--- src/rtl/tw_seq_pkg.sv ---
// rtl/tw_seq_pkg.sv - shared types and init table for the three_wire config sequencer
package tw_seq_pkg;

    localparam int DW        = 16;
    localparam int MAX_WORDS = 16;

    typedef enum logic [2:0] {
        S_IDLE,
        S_ISSUE,
        S_WAIT_HI,
        S_WAIT_LO,
        S_GAP,
        S_DONE
    } state_t;

    // Board-specific power-up words; entry 0 is the sync/unlock word.
    localparam logic [DW-1:0] INIT_TABLE [MAX_WORDS] = '{
        16'h55F0, 16'h1001, 16'h1002, 16'h1003,
        16'h1004, 16'h1005, 16'h1006, 16'h1007,
        16'h1008, 16'h1009, 16'h100A, 16'h100B,
        16'h100C, 16'h100D, 16'h100E, 16'h100F
    };

    function automatic logic [DW-1:0] init_word(input logic [3:0] idx);
        return INIT_TABLE[idx];
    endfunction

endpackage

--- src/rtl/tw_seq_rom.sv ---
// rtl/tw_seq_rom.sv - combinational init-table lookup, swappable per board
import tw_seq_pkg::*;

module tw_seq_rom #(
    parameter int IW = 3
) (
    input  logic [IW-1:0] addr,
    output logic [DW-1:0] word
);

    assign word = init_word(4'(addr));

endmodule

--- src/rtl/tw_config_seq.sv ---
// rtl/tw_config_seq.sv - init-table sequencer and host arbiter for three_wire; TW_SEQ_GAP_EN enables the inter-word gap
import tw_seq_pkg::*;

module tw_config_seq #(
    parameter int NWORDS  = 8,
    parameter int DW      = 16,
    parameter int GAP_CYC = 4,
    parameter int ACK_TO  = 8
) (
    input  logic                                   clk,
    input  logic                                   rst,
    input  logic                                   start,
    input  logic                                   host_req,
    input  logic [DW-1:0]                          host_data,
    output logic                                   host_ack,
    output logic                                   tw_write,
    output logic [DW-1:0]                          tw_data,
    input  logic                                   tw_busy,
    output logic                                   seq_busy,
    output logic                                   init_done,
    output logic                                   err,
    output logic [((NWORDS > 1) ? $clog2(NWORDS) : 1)-1:0] word_idx
);

    localparam int IW   = (NWORDS > 1) ? $clog2(NWORDS) : 1;
    localparam int CMAX = (ACK_TO > GAP_CYC) ? ACK_TO : GAP_CYC;
    localparam int CW   = $clog2(CMAX + 1);

    state_t          state, state_nxt;
    logic [IW-1:0]   idx, idx_nxt, rom_addr;
    logic [CW-1:0]   cnt, cnt_nxt;
    logic [DW-1:0]   data_nxt, rom_word;
    logic            host_sel, host_sel_nxt;
    logic            done_nxt, err_nxt, word_end;

    // The ROM always presents the word that the next ISSUE would load.
    assign rom_addr = (state == S_IDLE) ? '0 : idx + IW'(1);
    assign word_idx = idx;

    tw_seq_rom #(.IW(IW)) u_rom (
        .addr (rom_addr),
        .word (rom_word)
    );

    always_comb begin
        state_nxt    = state;
        idx_nxt      = idx;
        cnt_nxt      = cnt;
        data_nxt     = tw_data;
        host_sel_nxt = host_sel;
        done_nxt     = init_done;
        err_nxt      = err;
`ifdef TW_SEQ_GAP_EN
        word_end     = (state == S_GAP) && (cnt == '0);
`else
        word_end     = (state == S_WAIT_LO) && !tw_busy;
`endif
        case (state)
            S_IDLE: begin
                if (start) begin
                    idx_nxt      = '0;
                    host_sel_nxt = 1'b0;
                    data_nxt     = rom_word;
                    state_nxt    = S_ISSUE;
                end else if (host_req && init_done) begin
                    host_sel_nxt = 1'b1;
                    data_nxt     = host_data;
                    state_nxt    = S_ISSUE;
                end
            end
            S_ISSUE: begin
                cnt_nxt   = '0;
                state_nxt = S_WAIT_HI;
            end
            S_WAIT_HI: begin
                if (tw_busy) begin
                    state_nxt = S_WAIT_LO;
                end else if (cnt == CW'(ACK_TO)) begin
                    err_nxt   = 1'b1;
                    state_nxt = S_DONE;
                end else begin
                    cnt_nxt = cnt + CW'(1);
                end
            end
            S_WAIT_LO: begin
                if (!tw_busy) begin
                    cnt_nxt   = CW'(GAP_CYC - 1);
                    state_nxt = S_GAP;
                end
            end
            S_GAP: begin
                if (cnt != '0) cnt_nxt = cnt - CW'(1);
            end
            S_DONE:  state_nxt = S_IDLE;
            default: state_nxt = S_IDLE;
        endcase

        // Common branch once a word's frame (and optional gap) is complete.
        if (word_end) begin
            if (host_sel) begin
                state_nxt = S_IDLE;
            end else if (idx == IW'(NWORDS - 1)) begin
                done_nxt  = 1'b1;
                state_nxt = S_DONE;
            end else begin
                idx_nxt   = idx + IW'(1);
                data_nxt  = rom_word;
                state_nxt = S_ISSUE;
            end
        end
    end

    always_ff @(posedge clk or posedge rst) begin
        if (rst) begin
            state     <= S_IDLE;
            idx       <= '0;
            cnt       <= '0;
            host_sel  <= 1'b0;
            tw_data   <= '0;
            tw_write  <= 1'b0;
            host_ack  <= 1'b0;
            seq_busy  <= 1'b0;
            init_done <= 1'b0;
            err       <= 1'b0;
        end else begin
            state     <= state_nxt;
            idx       <= idx_nxt;
            cnt       <= cnt_nxt;
            host_sel  <= host_sel_nxt;
            tw_data   <= data_nxt;
            tw_write  <= (state == S_ISSUE);
            host_ack  <= (state == S_ISSUE) && host_sel;
            seq_busy  <= (state_nxt != S_IDLE);
            init_done <= done_nxt;
            err       <= err_nxt;
        end
    end

endmodule

--- config.mk ---
export PLATFORM = sky130hd
export DESIGN_NAME = tw_config_seq
export DESIGN_NICKNAME = d
export VERILOG_FILES = /design/src/rtl/tw_seq_pkg.sv /design/src/rtl/tw_seq_rom.sv /design/src/rtl/tw_config_seq.sv
export SDC_FILE = /design/constraint.sdc
export NUM_CORES = 1
export LEC_CHECK = 0
export CAP_MARGIN = 20
export CORE_MARGIN = 2
export CORE_UTILIZATION = 50
export DETAILED_ROUTE_END_ITERATION = 12
export PLACE_DENSITY_LB_ADDON = 0.05
export SLEW_MARGIN = 15
export SYNTH_ARGS = -nofsm -noshare
export SYNTH_HDL_FRONTEND = slang
export SYNTH_HIERARCHICAL = 1
export SYNTH_SLANG_ARGS = --single-unit
--- constraint.sdc ---
create_clock -name clk -period 5.67 [get_ports clk]
set_input_delay 0.8505 -clock clk [delete_from_list [all_inputs] [get_ports clk]]
set_output_delay 0.8505 -clock clk [all_outputs]
set_load 0.05 [all_outputs]
=== After elaboration in Yosys (flattened, before gate mapping) ===
Memories as Yosys holds them, arrays and structs flattened.
Cells that the tools add are included.

* Bits in registers: 32
* Latch bits: 0
* RAM bits: 0
* Memory bits (read-only): 256
* Bits of input ports: 21
* Output and inout bits: 24
* Memories: 1

{| class="wikitable"
|+ Memory list
! memory !! depth !! bits a word !! read ports !! clocked after Yosys merged registers in !! write ports !! line !! source
|-
| (no name shown) || 16 || 16 || 1 || 0 || 0 || tw_seq_pkg.sv:25 || <nowiki>return INIT_TABLE[idx];</nowiki>
|}

* $add $sub $neg: 3
* Multipliers: 0
* Div/mod/pow operators: 0
* Magnitude comparators: 1
* Equality and inequality tests: 10
* Shifts and indexed selects: 0
* Multiplexer cells: 30
* Bitwise gates (word level): 3
* Reductions and logical operators: 13

{| class="wikitable"
|+ Operators by type and width
! operator !! number
|-
| 16-bit two-way mux || 8
|-
| 3-bit two-way mux || 14
|-
| 4-bit two-way mux || 4
|-
| 4-bit one-hot mux with 4 select lines || 1
|-
| 3-bit one-hot mux with 5 select lines || 1
|-
| 2-bit != test (second input constant) || 4
|-
| 4-bit nonzero test || 2
|-
| 3-bit by 2-bit equality test with 1-bit output (second input constant) || 2
|-
| 3-bit equality test (second input constant) || 2
|-
| 3-bit AND reduction || 2
|-
| 5-bit >= comparator (second input constant) || 1
|-
| 3-bit NOT with 5-bit output || 1
|-
| 5-bit AND reduction || 1
|-
| 4-bit by 1-bit adder with 4-bit output (second input constant) || 1
|-
| 4-bit equality test (second input constant) || 1
|-
| 4-bit by 1-bit subtractor with 4-bit output (second input constant) || 1
|-
| 3-bit by 1-bit adder with 3-bit output (second input constant) || 1
|-
| 3-bit by 1-bit equality test with 1-bit output (second input constant) || 1
|-
| 1-bit logical AND || 3
|-
| 3-bit zero test || 1
|-
| 3-bit nonzero test || 1
|-
| 1-bit two-way mux || 2
|-
| 1-bit NOT || 2
|-
| 2-bit AND reduction || 1
|-
| other kinds (2) || 2
|}

=== Longest topological paths before layout ===
Gate-level depths: netlist (run 1).

* Word-level depth: 11
* Gate-level depth with buffers: 8

=== Modules after synthesis ===
The synthesis (run 1) kept the hierarchy.

{| class="wikitable"
|+ By module, submodules not included
! module !! instances !! cells an instance !! area an instance (um2)
|-
| tw_config_seq || 1 || 168 || 1644.1
|-
| tw_seq_rom || 1 || 18 || 130.1
|}

=== Worst setup path after synthesis (run 1) ===
OpenSTA, ideal clock, no wires.

* Path type: register -> register
* Start: register state[1]
* End: register cnt[3]
* Setup time: 0.122 ns
* Arrival time: 1.952 ns
* Setup slack: 3.597 ns
* Stages on the path, launching flop included: 9
* Period minus slack after synthesis: 2.073 ns
* Cells stage by stage: dfrtp_1 clkbuf_1 nand2b_1 nor2_1 ha_1 a21oi_1 a22o_1 nand2_1 a32o_1

* Longest elaborated chain between the ends: 3
* Elaborated cells between the ends (all ways): 11
* Those cells by class: eq/ne (8); mux (1); reduce/logical (2)

{| class="wikitable"
|+ Ends and longest elaborated chain
! item !! line !! source
|-
| start, declared || tw_config_seq.sv:29 || <nowiki>state_t state, state_nxt;</nowiki>
|-
| start signal, assigned || tw_config_seq.sv:126 || <nowiki>state <= state_nxt;</nowiki>
|-
| 3-bit equality test (tied with other cells) || tw_config_seq.sv:58 || <nowiki>case (state)</nowiki>
|-
| 2-bit != test (no source line) or 4-bit nonzero test (tied branches) || n/a ||
|-
| 5-bit AND reduction (no source line) || n/a ||
|-
| end signal, assigned || tw_config_seq.sv:128 || <nowiki>cnt <= cnt_nxt;</nowiki>
|-
| end, declared || tw_config_seq.sv:31 || <nowiki>logic [CW-1:0] cnt, cnt_nxt;</nowiki>
|}

Several ways; a longest one is shown, not always the timed one.
A chain may end at the register's enable or synchronous reset.

=== Worst setup path after layout (run 1) ===
* Start: register idx[0], in the netlist word_idx[0]
* End: output word_idx[0] (netlist bit)

{| class="wikitable"
|+ RTL lines
! item !! line !! source
|-
| start, declared || tw_config_seq.sv:30 || <nowiki>logic [IW-1:0] idx, idx_nxt, rom_addr;</nowiki>
|-
| start signal, assigned || tw_config_seq.sv:127 || <nowiki>idx <= idx_nxt;</nowiki>
|-
| end, declared || tw_config_seq.sv:22 || <nowiki>output logic [((NWORDS > 1) ? $clog2(NWORDS) : 1)-1:0] word_idx</nowiki>
|}

No word-level cell between the ends.

==> results of run 1 <==
[registers in the layout (all words and copies together), names as in the netlist]
name,flops
tw_data,16
host_sel,1
seq_busy,1
host_ack,1
tw_write,1
cnt,4
init_done,1
err,1
state,3
word_idx,3
[metal layers]
metal / share of wire [%] / GRT usage (%)
met1: 43 / 25.60
met2: 49 / 35.79
met3: 5.5 / 6.429
met4: 2.0 / 7.065
met5: 0 / 0
[cell type report]
type,instances,area [µm²],share of cell area (%)
flip-flops and latches,32,800.8,36.24
inverters,3,11.26,0.5096
well taps,46,57.56,2.605
multi-input cells,132,823.3,37.26
clock buffers,6,51.30,2.322
clock inverters,2,10.01,0.4530
repair buffers,46,455.4,20.61
[final timing paths]
path                        startpoint          end  cells after the start
max reg2reg                   state[2]       cnt[3]                      7
min reg2reg                        err          err                      1
min in group asynchronous          rst     host_ack                      3
min                                err          err                      1
max in group asynchronous          rst   tw_data[5]                      3
max                        word_idx[0]  word_idx[0]                      1
[power breakdown]
group	internal, mW	switching (mW)
Combinational	0.289	0.497
Sequential	0.322	0.0944
Clock	0.0589	0.0800
[synth_stat cells, drive strengths merged, types with 3 or more instances]
cell / count / area share (%)
nand2: 4 / 0.85
nand3: 3 / 0.85
o22ai: 18 / 6.3
nor2b: 4 / 1.4
o21ai: 5 / 1.4
a21oi: 22 / 6.4
nor2: 27 / 5.7
ha: 4 / 2.8
buf: 22 / 8.5
nor3: 4 / 2.0
a22o: 3 / 1.5
nand2b: 4 / 1.4
inv: 3 / 0.63
dfrtp: 32 / 45
[logic make-up (layout without fill, tap and decap cells)]
group	count (synthesis)	after routing
other	2	6
and+or+nand+nor	59	59
AOI/OAI and AO/OA	60	60
buffers and inverters	26	57
adders and majority gates	5	5
DFF	32	32
xor gates and xnor gates	2	2
==> impl_metrics.tcl, run 1 <==
set metrics [dict create \
    synth_xor_area_share_pct 0.9873 \
    synth_top_family_by_area "compound AO/OA/AOI/OAI gates" \
    design.core.area_um2 3363 \
    yosys_most_used_dff "dfrtp_1" \
    placed_cell_area_um2 2148 \
    via_per_inst 5.569 \
    postCtsHoldBufs 0 \
    synth.yosys.warnings 6 \
    cts_tree "built" \
    cp-start-kind "flop" \
    fin_tns_setup_ns 0 \
    cts_buffers 5 \
    dp_hpwl_um 2843 \
    dieArea_um2 4041 \
    track_usage_pct 21.17 \
    num_io_pins 45 \
    root_buffer "clkbuf_4" \
    placementRows 21 \
    antenna_found_initial 0 \
    crit_path_max_incr_delay_ns 0.83 \
    drive_gt1_share_pct 8.145 \
    async_flop_share_pct 100.0 \
    hold_viol_final 0 \
    cts_max_level 2 \
    worst-path-buf-inv 1 \
    cp_slowest_cell "clkdlybuf4s50_1" \
    slew-limit-headroom_pct 40.59 \
    yosysSeqAreaShare_pct 45.13 \
    synthSimpleGateAreaFrac_pct 18.55 \
    stdcell_area_um2 2210 \
    die_w_um 63.57 \
    num_vias 1487 \
    fillers 291 \
    timing.hold.ws_ns 0.4883 \
    setup_viol 0 \
    required_ns 4.82 \
    synth.area.mux_share_pct 0 \
    post_drt_wl_per_cell_um 14.91 \
    postSynthAreaPerCell_um2 9.539 \
    grt_max_degree 33 \
    start_util_pct 52.75 \
    outcome "complete, no violations" \
    dp_cells 259 \
    synthAdderAreaFrac_pct 3.949 \
    rsz0062_at_grt "false" \
    die_h_um 63.57 \
    io_buffers 44 \
    max_freq_mhz 406.8 \
    critical-path-top-delay-family "buffers and inverters" \
    cp.arrival_ns 1.61 \
    hp-class "reg2reg" \
    power_mw 1.341 \
    diodes 0 \
    layout.nets 246 \
    dr.first_iter.drc_count 170 \
    r2r_setup_slack_ns 3.39 \
    path_max_fanout 5 \
    first_pass_iters 5 \
    utilization_pct 65.70 \
    clk_pin_slew_ns 0.10 \
    synth-edff-count 0 \
    clk_latency_ns 0.34 \
    worst_slew_pin_slew_ns 0.8911 \
    synth_cell_types 43 \
    end_kind "output port" \
    crit_type "reg2out" \
    powerDensity_nw_per_um2 606.7 \
    setup_ws_ns 3.212 \
    final_common_cell "clkdlybuf4s50_1" \
    post-route-period-util_pct 43.36 \
    cts_setup_buffers 0 \
    grt_pass1_wl_um 6651 \
    ys_ff_latch 32 \
    grt_pass1_vias 1439 \
    wirelength_um 3980 \
    grt-ovfl-total 0 \
    fin_crit_ns 2.458 \
    dpl_worst_slack_ns 3.011 \
    drcViolationCount 0 \
    layout_common_cells "44 x clkdlybuf4s50_1, 32 x dfrtp_1, 27 x nor2_1" \
    gp_congestion 0.8877 \
    drv_slew 0 \
    synth-compound-area-share_pct 21.65 \
    syn_inst 186 \
    syn_to_final_growth_pct 24.54 \
    antenna_left 0 \
    synth_area_um2 1774 \
    skew_ns 0.01124 \
    cts_max_path_buffers 2 \
    ir_drop_uv 344.2 \
    path_cells "clkdlybuf4s50_1" \
    p_leak_nw 0.9331 \
    final_cells 267 \
    cts_resized 0 \
    cap_violations 0 \
    cts_num_sinks 32 \
]
No activity file was read; power rests on OpenSTA's default activity.
==> inputs of run 2 (changes only) <==
CORE_UTILIZATION = 44   (was 50)
clock period = 2.2 ns   (was 5.67 ns; I/O delays follow)
==> impl_metrics.tcl, run 2 (synthesized netlist as in run 1, its figures left out) <==
set metrics [dict create \
    p_leak_nw 0.9952 \
    cp.arrival_ns 2.18 \
    dieArea_um2 4556 \
    clk_pin_slew_ns 0.06 \
    cts_num_sinks 32 \
    grt_pass1_vias 1505 \
    cp_slowest_cell "dfrtp_1" \
    regMostFlops "tw_data" \
    grt_max_degree 33 \
    hp-class "in2async" \
    crit_type "reg2reg" \
    grt_pass1_wl_um 7265 \
    cts_max_path_buffers 2 \
    layout_common_cells "44 x clkdlybuf4s50_1, 32 x dfrtp_1, 27 x nor2_1" \
    num_vias 1503 \
    cts_setup_buffers 0 \
    critical-path-top-delay-family "compound AO/OA/AOI/OAI gates" \
    path_cells "nand2b_1 -> nor2_1 -> ha_1 -> a21oi_1 -> a22o_1 -> nand2_1 -> a32o_1" \
    worst-path-buf-inv 0 \
    gp_congestion 0.8260 \
    largest_registers "tw_data: 16 flops, cnt: 4 flops" \
    end_kind "flop" \
    fin_tns_setup_ns 0 \
    dp_cells 273 \
    cap_violations 0 \
    root_buffer "clkbuf_8" \
    antenna_found_initial 0 \
    track_usage_pct 21.46 \
    powerDensity_nw_per_um2 1568 \
    crit_path_max_incr_delay_ns 0.38 \
    clk_latency_ns 0.28 \
    syn_to_final_growth_pct 31.66 \
    first_pass_iters 6 \
    largest_reg_flops 16 \
    postCtsHoldBufs 0 \
    grt-ovfl-total 0 \
    layout.nets 256 \
    design.core.area_um2 3943 \
    final_common_cell "clkdlybuf4s50_1" \
    fillers 336 \
    diodes 0 \
    cts_max_level 2 \
    die_w_um 67.50 \
    start_util_pct 45.00 \
    routed.top_layer "met4" \
    setup_viol 0 \
    drv_slew 0 \
    required_ns 2.37 \
    cp-start-kind "flop" \
    critical_path_depth 7 \
    path_max_fanout 6 \
    placementRows 23 \
    dp_hpwl_um 3086 \
    wirelength_um 4208 \
    post_drt_wl_per_cell_um 15.03 \
    met2_length_um 2126 \
    hold_viol_final 0 \
    post-route-period-util_pct 91.23 \
    fin_crit_ns 2.007 \
    antenna_left 0 \
    drive_gt1_share_pct 11.74 \
    drcViolationCount 0 \
    rsz0062_at_grt "false" \
    die_h_um 67.50 \
    dr.first_iter.drc_count 98 \
    cts_tree "built" \
    max_freq_mhz 498.3 \
    wl_met3_um 132 \
    io_buffers 44 \
    slew-limit-headroom_pct 55.45 \
    ir_drop_uv 881.6 \
    via_per_inst 5.368 \
    outcome "complete, no violations" \
    cts_buffers 5 \
    skew_ns 0.002734 \
    worst_slew_pin_slew_ns 0.6590 \
    r2r.worst_path.cells 7 \
    num_io_pins 45 \
    final_cells 280 \
    m1WireLength_um 1891 \
]
## run 2: cell count changes in the layout (fill, tap and decap cells not counted)
cell | before | now
a41oi_4 | 0 | 1
clkbuf_4 | 5 | 0
clkbuf_8 | 1 | 7
clkinv_2 | 2 | 0
buf_4 | 2 | 12
a41oi_2 | 1 | 0
## run 2: per-stage QoR
step                cell area [µm²]  setup WS (ns)  total power [mW]  hold WS (ns)  utilization [%]
floorplan                      1789         0.1267             2.680        0.4462                -
global placement               2228         0.1982             3.135        0.4581            56.52
detailed placement             2228         0.1666             3.179        0.4634            56.52
global route                   2336        0.05959             3.933        0.4996            59.25
CTS                            2325         0.1870             3.674        0.4500            58.97
finish                         2336         0.1930             3.662        0.4318            59.25
## run 2: routing by layer
layer	global-route usage, %	up-vias
met2	35.17	28
li1	-	749
met4	7.398	0
met3	4.500	7
met5	0	-
met1	28.10	719
## run 2: where the power goes
group	leakage (nW)	internal, mW	switching [mW]
combinational	0.557	0.801	1.36
clock	0.0503	0.278	0.202
sequential	0.388	0.832	0.184
total	0.995	1.91	1.75
## run 2: timing repair
action | CTS | global route
endpoints found under the hold margin | 0 | 0
endpoints found under the setup margin | 0 | 2
resized for setup | 0 | 1
## run 2: worst paths after layout
check	from	endpoint	slack, ns
setup / recovery	state[1]	cnt[3]	0.19
hold / removal	rst	tw_data[13]	0.43
setup reg to reg	state[1]	cnt[3]	0.19
hold reg to reg	err	err	0.48
max in group asynchronous	rst	tw_data[12]	1.46
min in group clk	err	err	0.48
## run 2: tightest hold or removal path, delay by kind of cell
kind     cells  cell delay (ns)
buf+inv      3             0.80
## run 2: cell type report
type	count	area (µm²)	area share (%)
timing repair buffer	56	530.5	22.71
inverter	3	11.26	0.4821
multi-input combinational	132	834.6	35.73
sequential	32	800.8	34.28
clock buffer	7	96.34	4.124
tap	50	62.56	2.678
==> inputs of run 3 (changes only) <==
MAX_ROUTING_LAYER = met4   (was unset)
==> impl_metrics.tcl, run 3 (synthesized netlist as in run 1, its figures left out) <==
set metrics [dict create \
    cts_buffers 5 \
    final_common_cell "clkdlybuf4s50_1" \
    drv_slew 0 \
    crit_path_max_incr_delay_ns 0.38 \
    cts_setup_buffers 0 \
    fin_crit_ns 2.015 \
    worst-path-buf-inv 0 \
    pwr-share-clk_pct 13.5 \
    max_freq_mhz 496.4 \
    rsz0062_at_grt "false" \
    cts_max_level 2 \
    utilization_pct 58.97 \
    cp.arrival_ns 2.19 \
    dp_hpwl_um 3200 \
    diodes 0 \
    regMostFlops "tw_data" \
    hp-class "in2async" \
    grt_pass1_wl_um 7245 \
    gp_congestion 0.8213 \
    switching_share_pct 48.04 \
    hold_viol_final 0 \
    largest_reg_flops 16 \
    path_max_fanout 6 \
    p_seq_share_pct 27.9 \
    start_util_pct 45.00 \
    skew_ns 0.004279 \
    cts_resized 0 \
    power_mw 3.667 \
    ir_drop_uv 762.3 \
    first_pass_iters 4 \
    drcViolationCount 0 \
    die_h_um 67.50 \
    postCtsHoldBufs 0 \
    p_sw_mw 1.762 \
    required_ns 2.38 \
    cap_violations 0 \
    num_io_pins 45 \
    post-route-period-util_pct 91.58 \
    outcome "complete, no violations" \
    cp_slowest_cell "dfrtp_1" \
    critical-path-top-delay-family "simple AND/OR/NAND/NOR gates" \
    dr.first_iter.drc_count 105 \
    dieArea_um2 4556 \
    crit_type "reg2reg" \
    drive_gt1_share_pct 11.74 \
    placementRows 23 \
    num_vias 1533 \
    clk_latency_ns 0.29 \
    cts_tree "built" \
    grt_max_degree 33 \
    antenna_left 0 \
    layout.nets 256 \
    wirelength_um 4381 \
    clk_pin_slew_ns 0.07 \
    powerDensity_nw_per_um2 1578 \
    cp-start-kind "flop" \
    root_buffer "clkbuf_8" \
    timing.hold.ws_ns 0.4292 \
    io_buffers 44 \
    cts_num_sinks 32 \
    design.core.area_um2 3943 \
    slew-limit-headroom_pct 40.88 \
    die_w_um 67.50 \
    largest_registers "tw_data: 16 flops, cnt: 4 flops" \
    grt-ovfl-total 0 \
    comb_power_share_pct 58.6 \
    p_leak_nw 0.9939 \
    internal-power_mw 1.905 \
    end_kind "flop" \
    layout_common_cells "44 x clkdlybuf4s50_1, 32 x dfrtp_1, 27 x nor2_1" \
    setup_viol 0 \
    path_cells "nand2b_1 -> nor2_1 -> ha_1 -> a21oi_1 -> a22o_1 -> nand2_1 -> a32o_1" \
    cts_max_path_buffers 2 \
    syn_to_final_growth_pct 31.03 \
    post_drt_wl_per_cell_um 15.65 \
    via_per_inst 5.475 \
    fin_tns_setup_ns 0 \
    grt_pass1_vias 1463 \
    antenna_found_initial 0 \
    worst_slew_pin_slew_ns 0.8868 \
    track_usage_pct 22.22 \
]
-- run 3: cell counts in the layout (fill, tap and decap cells not counted) --
No cell type changed its count.
-- run 3: per-layer routing --
metal,vias up,global-route usage (%),part of all wire [%]
met4,0,6.888,1.3
met3,6,5.333,4.5
met1,741,28.98,44
met5,-,-,0
met2,38,34.19,50
li1,748,-,-
-- run 3: final timing paths --
path,end,slack (ns),depth (start not counted),start
min in group clk,err,0.48,1,err
max in group asynchronous,tw_data[0],1.47,3,rst
min,cnt[1],0.43,3,rst
max,cnt[3],0.19,7,state[1]
min reg2reg,err,0.48,1,err
max reg2reg,cnt[3],0.19,7,state[1]
-- run 3: area by class of cell --
cell class	count	area (µm²)
Clock buffer	7	96.34
Tap cell	50	62.56
Multi-Input combinational cell	132	823.3
Inverter	3	11.26
Timing Repair Buffer	56	530.5
Sequential cell	32	800.8
Fill cell	362	1618
-- run 3: metrics by stage --
step	worst slack, ns	cells	instance area [µm²]
finish	0.1853	280	2325
global route	0.01311	280	2325
CTS	0.1801	280	2325
detailed placement	0.1450	273	2228
global placement	0.2007	273	2228
floorplan	0.1267	190	1789
-- run 3: worst min-delay path, delay by kind of cell --
family                 cells  cell delay, ns
buffers and inverters      3            0.80
-- run 3: power groups by stage --
stage               Clock, mW  Sequential, mW  Combinational (mW)
floorplan                   0            1.68               0.999
global placement            0            1.02                2.12
detailed placement          0            1.03                2.15
CTS                     0.503            1.03                2.16
global route            0.526            1.06                2.32
finish                  0.494            1.02                2.15
